$ cat src/rtl/axi_xbar_pkg.sv
// rtl/axi_xbar_pkg.sv - shared AXI crossbar types, AR decode tables and default AXI field widths
`ifndef AXI_ID_BITS
`define AXI_ID_BITS 4
`endif
`ifndef AXI_LEN_BITS
`define AXI_LEN_BITS 8
`endif
`ifndef AXI_SIZE_BITS
`define AXI_SIZE_BITS 3
`endif

package axi_xbar_pkg;

    // One entry per decoded slave; the last slave (default) has no entry.
    localparam int AR_TABLE_N = 5;

    localparam logic [AR_TABLE_N-1:0][31:0] AR_BASE = {
        32'h4000_0000, 32'h3000_0000, 32'h2000_0000, 32'h1000_0000, 32'h0000_0000
    };

    localparam logic [AR_TABLE_N-1:0][31:0] AR_MASK = {
        32'hC000_0000, 32'hFF00_0000, 32'hF000_0000, 32'hFFFF_0000, 32'hFFFF_0000
    };

    typedef struct packed {
        logic [`AXI_ID_BITS-1:0]   id;
        logic [31:0]               addr;
        logic [`AXI_LEN_BITS-1:0]  len;
        logic [`AXI_SIZE_BITS-1:0] size;
        logic [1:0]                burst;
    } ar_req_t;

    typedef enum logic {
        IDLE,
        GRANT
    } state_t;

endpackage

$ cat src/rtl/axi_rr_arbiter.sv
// rtl/axi_rr_arbiter.sv - combinational round-robin arbiter: first requester at or after ptr, wrapping
module axi_rr_arbiter #(
    parameter int N = 2
) (
    input  logic [N-1:0]         req,
    input  logic [$clog2(N)-1:0] ptr,
    output logic [N-1:0]         gnt,
    output logic [$clog2(N)-1:0] idx
);

    // Scan from the farthest position back to ptr so the nearest requester wins.
    always_comb begin
        gnt = '0;
        idx = '0;
        for (int k = N - 1; k >= 0; k--) begin
            if (req[(int'(ptr) + k) % N]) begin
                gnt = '0;
                gnt[(int'(ptr) + k) % N] = 1'b1;
                idx = ($clog2(N))'((int'(ptr) + k) % N);
            end
        end
    end

endmodule

$ cat src/rtl/axi_ar_xbar.sv
// rtl/axi_ar_xbar.sv - AXI AR crossbar: round-robin grant, base/mask decode, per-slave outstanding limit
// Option macro AXI_AR_OUTREG_EN: slave-side payload driven from an output register.
`ifndef AXI_ID_BITS
`define AXI_ID_BITS 4
`endif
`ifndef AXI_LEN_BITS
`define AXI_LEN_BITS 8
`endif
`ifndef AXI_SIZE_BITS
`define AXI_SIZE_BITS 3
`endif

module axi_ar_xbar
    import axi_xbar_pkg::*;
#(
    parameter int NM        = 2,
    parameter int NS        = 6,
    parameter int ID_W      = `AXI_ID_BITS,
    parameter int MAX_OUTST = 4,
    parameter logic [NS-2:0][31:0] BASE = AR_BASE,
    parameter logic [NS-2:0][31:0] MASK = AR_MASK
) (
    input  logic                                   clk,
    input  logic                                   rst,
    input  logic [NM-1:0][ID_W-1:0]                ARID_M,
    input  logic [NM-1:0][31:0]                    ARADDR_M,
    input  logic [NM-1:0][`AXI_LEN_BITS-1:0]       ARLEN_M,
    input  logic [NM-1:0][`AXI_SIZE_BITS-1:0]      ARSIZE_M,
    input  logic [NM-1:0][1:0]                     ARBURST_M,
    input  logic [NM-1:0]                          ARVALID_M,
    output logic [NM-1:0]                          ARREADY_M,
    output logic [ID_W+$clog2(NM)-1:0]             ARID_S,
    output logic [31:0]                            ARADDR_S,
    output logic [`AXI_LEN_BITS-1:0]               ARLEN_S,
    output logic [`AXI_SIZE_BITS-1:0]              ARSIZE_S,
    output logic [1:0]                             ARBURST_S,
    output logic [NS-1:0]                          ARVALID_S,
    input  logic [NS-1:0]                          ARREADY_S,
    input  logic [NS-1:0]                          RDONE_S,
    output logic [NS-1:0]                          outst_full
);

    localparam int MW = $clog2(NM);
    localparam int SW = $clog2(NS);
    localparam int CW = $clog2(MAX_OUTST + 1);

    state_t                 state;
    logic [MW-1:0]          grant;
    logic [MW-1:0]          rr_ptr;
    logic [MW-1:0]          arb_idx;
    logic [SW-1:0]          target;
    logic [NM-1:0]          elig;
    logic [NM-1:0]          arb_gnt;
    logic [NM-1:0][SW-1:0]  tgt_m;
    logic [NS-1:0][CW-1:0]  cnt;
    logic [NS-1:0]          slv_hs;
    ar_req_t                sel_req;

    // Lowest matching entry wins; anything unmatched goes to the default slave.
    function automatic logic [SW-1:0] decode(input logic [31:0] a);
        decode = SW'(NS - 1);
        for (int i = NS - 2; i >= 0; i--) begin
            if ((a & MASK[i]) == BASE[i]) decode = SW'(i);
        end
    endfunction

    always_comb begin
        for (int m = 0; m < NM; m++) begin
            tgt_m[m] = decode(ARADDR_M[m]);
            elig[m]  = ARVALID_M[m] && !outst_full[tgt_m[m]];
        end
    end

    axi_rr_arbiter #(.N(NM)) u_arb (
        .req (elig),
        .ptr (rr_ptr),
        .gnt (arb_gnt),
        .idx (arb_idx)
    );

    always_ff @(posedge clk) begin
        if (rst) begin
            state  <= IDLE;
            grant  <= '0;
            target <= '0;
            rr_ptr <= '0;
        end else begin
            case (state)
                IDLE: if (|arb_gnt) begin
                    grant  <= arb_idx;
                    target <= tgt_m[arb_idx];
                    state  <= GRANT;
                end
                GRANT: if (ARREADY_S[target]) begin
                    state  <= IDLE;
                    rr_ptr <= (grant == MW'(NM - 1)) ? '0 : grant + MW'(1);
                end
                default: state <= IDLE;
            endcase
        end
    end

`ifdef AXI_AR_OUTREG_EN
    ar_req_t out_req;

    always_comb begin
        sel_req = '{id: ARID_M[arb_idx], addr: ARADDR_M[arb_idx], len: ARLEN_M[arb_idx],
                    size: ARSIZE_M[arb_idx], burst: ARBURST_M[arb_idx]};
    end

    // Master is released at grant time; the register carries the request to the slave.
    always_ff @(posedge clk) begin
        if (rst) out_req <= '0;
        else if (state == IDLE && |arb_gnt) out_req <= sel_req;
    end

    always_comb begin
        ARREADY_M = (state == IDLE) ? arb_gnt : '0;
        ARVALID_S = '0;
        if (state == GRANT) ARVALID_S[target] = 1'b1;
        ARID_S    = {grant, out_req.id};
        ARADDR_S  = out_req.addr;
        ARLEN_S   = out_req.len;
        ARSIZE_S  = out_req.size;
        ARBURST_S = out_req.burst;
    end
`else
    always_comb begin
        sel_req = '{id: ARID_M[grant], addr: ARADDR_M[grant], len: ARLEN_M[grant],
                    size: ARSIZE_M[grant], burst: ARBURST_M[grant]};
        ARREADY_M = '0;
        ARVALID_S = '0;
        ARID_S    = '0;
        ARADDR_S  = '0;
        ARLEN_S   = '0;
        ARSIZE_S  = '0;
        ARBURST_S = '0;
        if (state == GRANT) begin
            ARREADY_M[grant]  = ARREADY_S[target];
            ARVALID_S[target] = 1'b1;
            ARID_S    = {grant, sel_req.id};
            ARADDR_S  = sel_req.addr;
            ARLEN_S   = sel_req.len;
            ARSIZE_S  = sel_req.size;
            ARBURST_S = sel_req.burst;
        end
    end
`endif

    assign slv_hs = ARVALID_S & ARREADY_S;

    // A completion arriving with the counter already at zero is ignored.
    always_ff @(posedge clk) begin
        if (rst) begin
            cnt <= '0;
        end else begin
            for (int s = 0; s < NS; s++) begin
                case ({slv_hs[s], RDONE_S[s] && (cnt[s] != '0)})
                    2'b10:   cnt[s] <= cnt[s] + CW'(1);
                    2'b01:   cnt[s] <= cnt[s] - CW'(1);
                    default: cnt[s] <= cnt[s];
                endcase
            end
        end
    end

    always_comb begin
        for (int s = 0; s < NS; s++) outst_full[s] = (cnt[s] == CW'(MAX_OUTST));
    end

endmodule
$ cat config.mk
export PLATFORM = sky130hd
export DESIGN_NAME = axi_ar_xbar
export DESIGN_NICKNAME = d
export VERILOG_FILES = /design/src/rtl/axi_xbar_pkg.sv /design/src/rtl/axi_rr_arbiter.sv /design/src/rtl/axi_ar_xbar.sv
export SDC_FILE = /design/constraint.sdc
export NUM_CORES = 1
export LEC_CHECK = 0
export ABC_AREA = 0
export BUFFER_PORTS_ARGS = -buffer_cell sky130_fd_sc_hd__buf_2
export CORE_ASPECT_RATIO = 2
export CORE_MARGIN = 2
export CORE_UTILIZATION = 43
export DETAILED_ROUTE_END_ITERATION = 10
export HOLD_SLACK_MARGIN = 0.15
export PLACE_DENSITY = 0.82
export SLEW_MARGIN = 20
export SYNTH_ARGS = -nofsm -noshare
export SYNTH_HDL_FRONTEND = slang
export SYNTH_SLANG_ARGS = --single-unit
$ cat constraint.sdc
create_clock -name clk -period 2.23 [get_ports clk]
set_input_delay 0.1115 -clock clk [delete_from_list [all_inputs] [get_ports clk]]
set_output_delay 0.1115 -clock clk [all_outputs]
set_load 0.01 [all_outputs]
### Yosys cells after proc, flatten, opt, wreduce, memory -nomap -nowiden

Index checks and enable logic that the tools add are counted.

| cells by class | value |
|---|---|
| reduce and logical (&&, ||, !) cells | 31 |
| muxes and demuxes | 62 |
| bitwise logic cells | 4 |
| add/subtract/negate cells | 14 |
| equality and inequality tests | 26 |
| $lt $le $gt $ge | 11 |

Operators by type and width:

| kind | count |
|---|---|
| two-way mux 32 bit | 3 |
| zero test 32 bit | 2 |
| two-way mux 3 bit | 13 |
| case mux 3 bit (2 select lines) | 6 |
| == test 16 x 13 -> 1 bit (second input constant) | 2 |
| two-way mux 8 bit | 3 |
| two-way mux 1 bit | 19 |
| adder 3 x 1 -> 3 bit (second input constant) | 6 |
| == test 3 bit (second input constant) | 6 |
| nonzero test 3 bit | 6 |
| subtractor 3 x 1 -> 3 bit (second input constant) | 6 |
| == test 2 x 1 -> 1 bit (second input constant) | 8 |
| == test 8 x 6 -> 1 bit (second input constant) | 2 |
| == test 2 bit (second input constant) | 6 |
| logical AND 1 bit | 12 |
| < comparator 3 x 4 -> 1 bit (second input constant) | 3 |
| two-way mux 2 bit | 6 |
| nonzero test 2 bit | 6 |
| binary-select mux 1 bit (select 3 bit) | 3 |
| == test 4 x 2 -> 1 bit (second input constant) | 2 |
| two-way mux 4 bit | 2 |
| bitwise AND 6 bit | 1 |
| < comparator 1 x 2 -> 1 bit (second input constant) | 3 |
| two-way mux 6 bit | 1 |
| other kinds (15) | 21 |

| storage, ports and cells | value |
|---|---|
| bits in registers | 24 |
| bits of input ports | 114 |
| word-level logic and storage cells | 158 |
| output and inout bits | 64 |

### Depth between registers and ports, before layout

| depth | value |
|---|---|
| depth in word-level cells | 18 |
| gate-level depth with buffers | 10 |
| depth with buffers taken out | 10 |

### Hierarchy

From an unflattened synthesis, not the netlist that was laid out.

| second synthesis, totals | value |
|---|---|
| cell total of the unflattened synthesis | 318 |
| area total of the unflattened synthesis | 2,577.5 um2 |

Modules (own cells, without submodules):

| module | cells an instance | area an instance (um2) | sequential area each (um2) | times used |
|---|---|---|---|---|
| axi_ar_xbar | 314 | 2,551.2 | 480.5 | 1 |
| axi_rr_arbiter | 4 | 26.3 | 0.0 | 1 |

### Worst setup path before layout

Ideal clock, no wire load.

| path | value |
|---|---|
| path type | reg-to-reg |
| start | reg state |
| end | reg cnt[14] (netlist name) |
| buffers on the path | 1 |
| cell stages (with the launch flop) | 11 |
| path slack | 0.110 ns |
| required time | 2.159 ns |
| data arrival time | 2.049 ns |
| path through | dfxtp_1 > clkbuf_1 > nand2_1 > nor3_1 > nand2_1 > ha_1 > inv_1 > fa_1 > xor2_1 > or3_1 > a21oi_1 |

| between the ends | value |
|---|---|
| longest elaborated chain between the ends | 4 |

Ends and longest elaborated chain:

| element | line | text |
|---|---|---|
| from (decl) | axi_ar_xbar.sv:47 | `state_t state;` |
| from (signal assigned) | axi_ar_xbar.sv:83 | `state <= IDLE;` |
| from (signal assigned) | axi_ar_xbar.sv:92 | `state <= GRANT;` |
| from (signal assigned) | axi_ar_xbar.sv:95 | `state <= IDLE;` |
| two-way mux 6 bit * | axi_ar_xbar.sv:138 | `if (state == GRANT) begin` |
| via ARVALID_S[4] | axi_ar_xbar.sv:37 | `output logic [NS-1:0] ARVALID_S,` |
| bitwise AND 6 bit * | axi_ar_xbar.sv:150 | `assign slv_hs = ARVALID_S & ARREADY_S;` |
| == test 2 x 1 -> 1 bit / == test 2 bit (equally long branches) | axi_ar_xbar.sv:158 | `case ({slv_hs[s], RDONE_S[s] && (cnt[s] != '0)})` |
| case mux 3 bit (2 select lines) / nonzero test 2 bit (equally long branches) | - |  |
| to (signal, indexed assignment) | axi_ar_xbar.sv:159 | `2'b10: cnt[s] <= cnt[s] + CW'(1);` |
| to (signal, indexed assignment) | axi_ar_xbar.sv:160 | `2'b01: cnt[s] <= cnt[s] - CW'(1);` |
| to (signal, indexed assignment) | axi_ar_xbar.sv:161 | `default: cnt[s] <= cnt[s];` |
| to (decl) | axi_ar_xbar.sv:55 | `logic [NS-1:0][CW-1:0] cnt;` |

Mark *: on every way through the listed nets, which the timed path passes. The rest lies on a longest branch.
A chain may end at the register's enable or synchronous reset.

### Worst setup path after layout

| path | value |
|---|---|
| start | reg target[1] |
| end | reg cnt[17] (netlist name) |

| between the ends | value |
|---|---|
| longest elaborated chain between the ends | 8 |

Ends and longest elaborated chain:

| element | line | text |
|---|---|---|
| from (decl) | axi_ar_xbar.sv:51 | `logic [SW-1:0] target;` |
| from (signal assigned) | axi_ar_xbar.sv:91 | `target <= tgt_m[arb_idx];` |
| < comparator 3 x 4 -> 1 bit (implied by the code) / greater-or-equal comparator 3 x 1 -> 1 bit (equally long branches) | axi_ar_xbar.sv:140 | `ARVALID_S[target] = 1'b1;` |
| logical AND 1 bit (implied by the code) | axi_ar_xbar.sv:140 |  |
| two-way mux 1 bit (implied by the code) | axi_ar_xbar.sv:140 |  |
| demux 1 bit (select 3 bit) * | axi_ar_xbar.sv:140 |  |
| two-way mux 6 bit * | axi_ar_xbar.sv:138 |  |
| bitwise AND 6 bit * | axi_ar_xbar.sv:150 |  |
| == test 2 x 1 -> 1 bit / == test 2 bit (equally long branches) | axi_ar_xbar.sv:158 |  |
| case mux 3 bit (2 select lines) / nonzero test 2 bit (equally long branches) | - |  |

Mark *: on every way between the ends. The rest lies on a longest branch, timed or not.

==> impl_metrics.tcl <==
set metrics [dict create \
    synth_top_area_share_pct 20.0 \
    final_nets 637 \
    viasPerCell 5.52 \
    min_period_ps 2110 \
    synthFlopType "dfxtp_1" \
    clock_latency_ps 250 \
    design.die.area_mm2 0.00686 \
    reg2reg_to "cnt[17]$_SDFFE_PP0P_" \
    power_frac_clock_pct 25.1 \
    min_from "ARVALID_M[1]" \
    pwr-share-seq_pct 32.4 \
    row_count 40 \
    synthToLayoutAreaGrowth_pct 40.0 \
    cts_tree "yes" \
    fp.dieW_um 59.6 \
    hold_depth 3 \
    path_class "reg2reg" \
    place_hpwl_um 7100 \
    final_core_util_pct 61.9 \
    first_global_vias 3126 \
    hold_buffers 0 \
    dr.pass1.iters 4 \
    fillCellCount 519 \
    final_layout_size_suffix_gt1_share_pct 40.5 \
    ir_drop_mv 0.371 \
    fin_tns_setup_ps 0 \
    place_area_mm2 0.00364 \
    pre_cts_ws_ps -41.7 \
    drc_errors 0 \
    syn_avg_cell_area_um2 7.95 \
    power_switching_uw 513 \
    pwr-share-comb_pct 42.5 \
    wl_um 8670 \
    start_util_pct 44.2 \
    cts.sinks 24 \
    p_per_area_mw_per_mm2 409 \
    seq_area_um2 482 \
    grt_setup_unrepaired "false" \
    cp-end-kind "register" \
    netlist_area_mm2 0.00266 \
    drt-wirelength-per-cell_um 15.2 \
    hold_viol 0 \
    power.leakage_uw 0.00173 \
    grt_util_all_layers_pct 23.8 \
    critPathMaxFanout 6 \
    synth-async-reset-ratio_pct 0 \
    gp_congestion 0.916 \
    slew_violations 0 \
    reg2reg_from "target[1]$_SDFFE_PP0P_" \
    synth_top_area_cell "mux2i_1" \
    hold_class "in2reg" \
    antenna_cells 0 \
    cts_setup_buffers 0 \
    whs_endpoint "target[2]$_SDFFE_PP0P_" \
    crit_arrival_ps 2290 \
    yosys.cell_count.top_type "mux2i_1" \
    root_buffer "clkbuf_16" \
    synth_enable_flop_cells 0 \
    htreeDepth 1 \
    netSwitchingFraction_pct 33.8 \
    drtIter0Drc 128 \
    clock_skew_ps 2.28 \
    die_h_um 115 \
    clkTransAtPathRegs_ps 60 \
    ys_types 50 \
    yosys-top-cells-count "mux2i_1, nor2b_1, nor2_1" \
    syn_nets 460 \
    grt_pass1_wl_um 12900 \
    ys_ff_latch 24 \
    worstPathCellList "inv_1 -> nand2_1 -> nor2_1 -> nand2_1 -> ha_1 -> inv_1 -> fa_1 -> xor2_1 -> or3_1 -> a21oi_1" \
    grt_max_degree 54 \
    ant_nets 0 \
    ctsLongestPathBuffers 2 \
    required_ps 2410 \
    core_area_mm2 0.00601 \
    cp-start-kind "register" \
    slowest_stage "dfxtp_1" \
    yosys_warnings 0 \
    fmax_mhz 475 \
    seq_area_frac_synth_pct 18.1 \
    critPathBufInv 2 \
    fin_crit_sh_pct 94.5 \
    setup_viol_count_final 0 \
    yosys-top-cells-area "mux2i_1, dfxtp_1, nor2b_1" \
    slew_headroom_pct 69.7 \
    grt_overflow 0 \
    cts_made_buffers 3 \
    rr_worst_depth 10 \
    cp_top_family "adder cells" \
    synthCells 334 \
    antenna_found_initial 0 \
    worst_slew_pin_slew_ps 454 \
    p_int_uw 1010 \
    cp_slowest_stage_delay_ps 400 \
    drv_cap 0 \
    num_vias 3158 \
    ios 178 \
    multiInputGateArea_mm2 0.00204 \
    final_area_mm2 0.00372 \
    status "finished, final reports clean" \
    port_buffers 177 \
    setup_slack_ps 124 \
    reg2reg_slack_ps 120 \
]
[stage by stage]
stage | cells | hold slack, ps | power [µW]
after global routing | 572 | 172 | 1600
after detailed placement | 569 | 431 | 1140
final | 572 | 165 | 1520
after floorplan | 334 | 176 | 874
after global placement | 569 | 430 | 1120
after CTS | 572 | 165 | 1530
[state kept, by name (all words and copies together) (netlist names)]
| signal | count |
|---|---|
| cnt | 18 |
| state | 1 |
| target | 3 |
| rr_ptr | 1 |
| grant | 1 |
[tightest hold or removal path, stage by stage]
cell and delay [ps]:
buf_2 110, nand4_1 80, a211oi_2 70
[final cells by class]
cell class                      instances  share of cell area, %
Inverter                               23                   2.32
Multi-Input combinational cell        272                   54.8
Tap cell                               63                   2.12
Clock buffer                            3                   2.02
Sequential cell                        24                   12.9
Timing Repair Buffer                  187                   25.8
[per-layer routing]
metal	track usage (%)	up-vias	share of wire (%)
li1	-	1514	-
met1	21.0	1443	34
met2	48.1	175	53
met3	4.72	26	9.5
met4	10.4	0	3.3
met5	0	-	0
[cell families after synthesis]
family / Yosys count / synth area share (%)
AOI/OAI and AO/OA: 52 / 13.0
xor gates and xnor gates: 12 / 3.96
adders and majority gates: 12 / 7.35
buffers and inverters: 38 / 5.42
DFF: 24 / 18.1
muxes: 56 / 21.4
and+or+nand+nor: 140 / 30.8
[placed cells by master, fill, tap and decap left out, types with 2 or more instances in the layout]
cell	count
o31a_1	6
nand4_1	2
nand3_2	2
nand2_1	11
nor4_1	4
and2_1	2
or4_4	2
nand2b_1	5
clkbuf_16	3
a211oi_1	2
mux2i_1	53
and3_1	6
o21ai_0	8
o21a_1	2
nor2_1	29
a21oi_1	20
xor2_1	12
dfxtp_1	23
or3_1	6
buf_4	10
ha_1	6
nor3_1	5
fa_1	6
or4_1	2
mux2_2	2
nand3_1	4
nor3b_1	4
buf_2	177
nor2b_1	50
inv_1	23
[power groups by stage]
stage / registers (µW) / clock network [µW] / logic [µW]
after floorplan: 482 / 0 / 392
final: 493 / 382 / 646
after CTS: 490 / 390 / 648
after global routing: 496 / 400 / 706
after detailed placement: 499 / 0 / 642
after global placement: 498 / 0 / 625
[how the worst max path moves through the flow]
stage                                 startpoint                      to  slack [ps]  depth (start not counted)
after global routing         cnt[5]$_SDFFE_PP0P_  target[0]$_SDFFE_PP0P_          20                          9
after global placement              ARADDR_M[24]  target[0]$_SDFFE_PP0P_          60                          9
after detailed placement            ARADDR_M[24]  target[0]$_SDFFE_PP0P_         -40                          9
final                     target[1]$_SDFFE_PP0P_    cnt[17]$_SDFFE_PP0P_         120                         10
after CTS                 target[1]$_SDFFE_PP0P_    cnt[17]$_SDFFE_PP0P_         140                         10
after floorplan                 state$_SDFF_PP0_    cnt[14]$_SDFFE_PP0P_         110                         10
[repair_timing]
action	4_1_cts	5_1_grt
gates resized for setup	0	1
endpoints found under the hold margin	0	0
endpoints found under the setup margin	0	1
(Power assumes the default switching activity.)
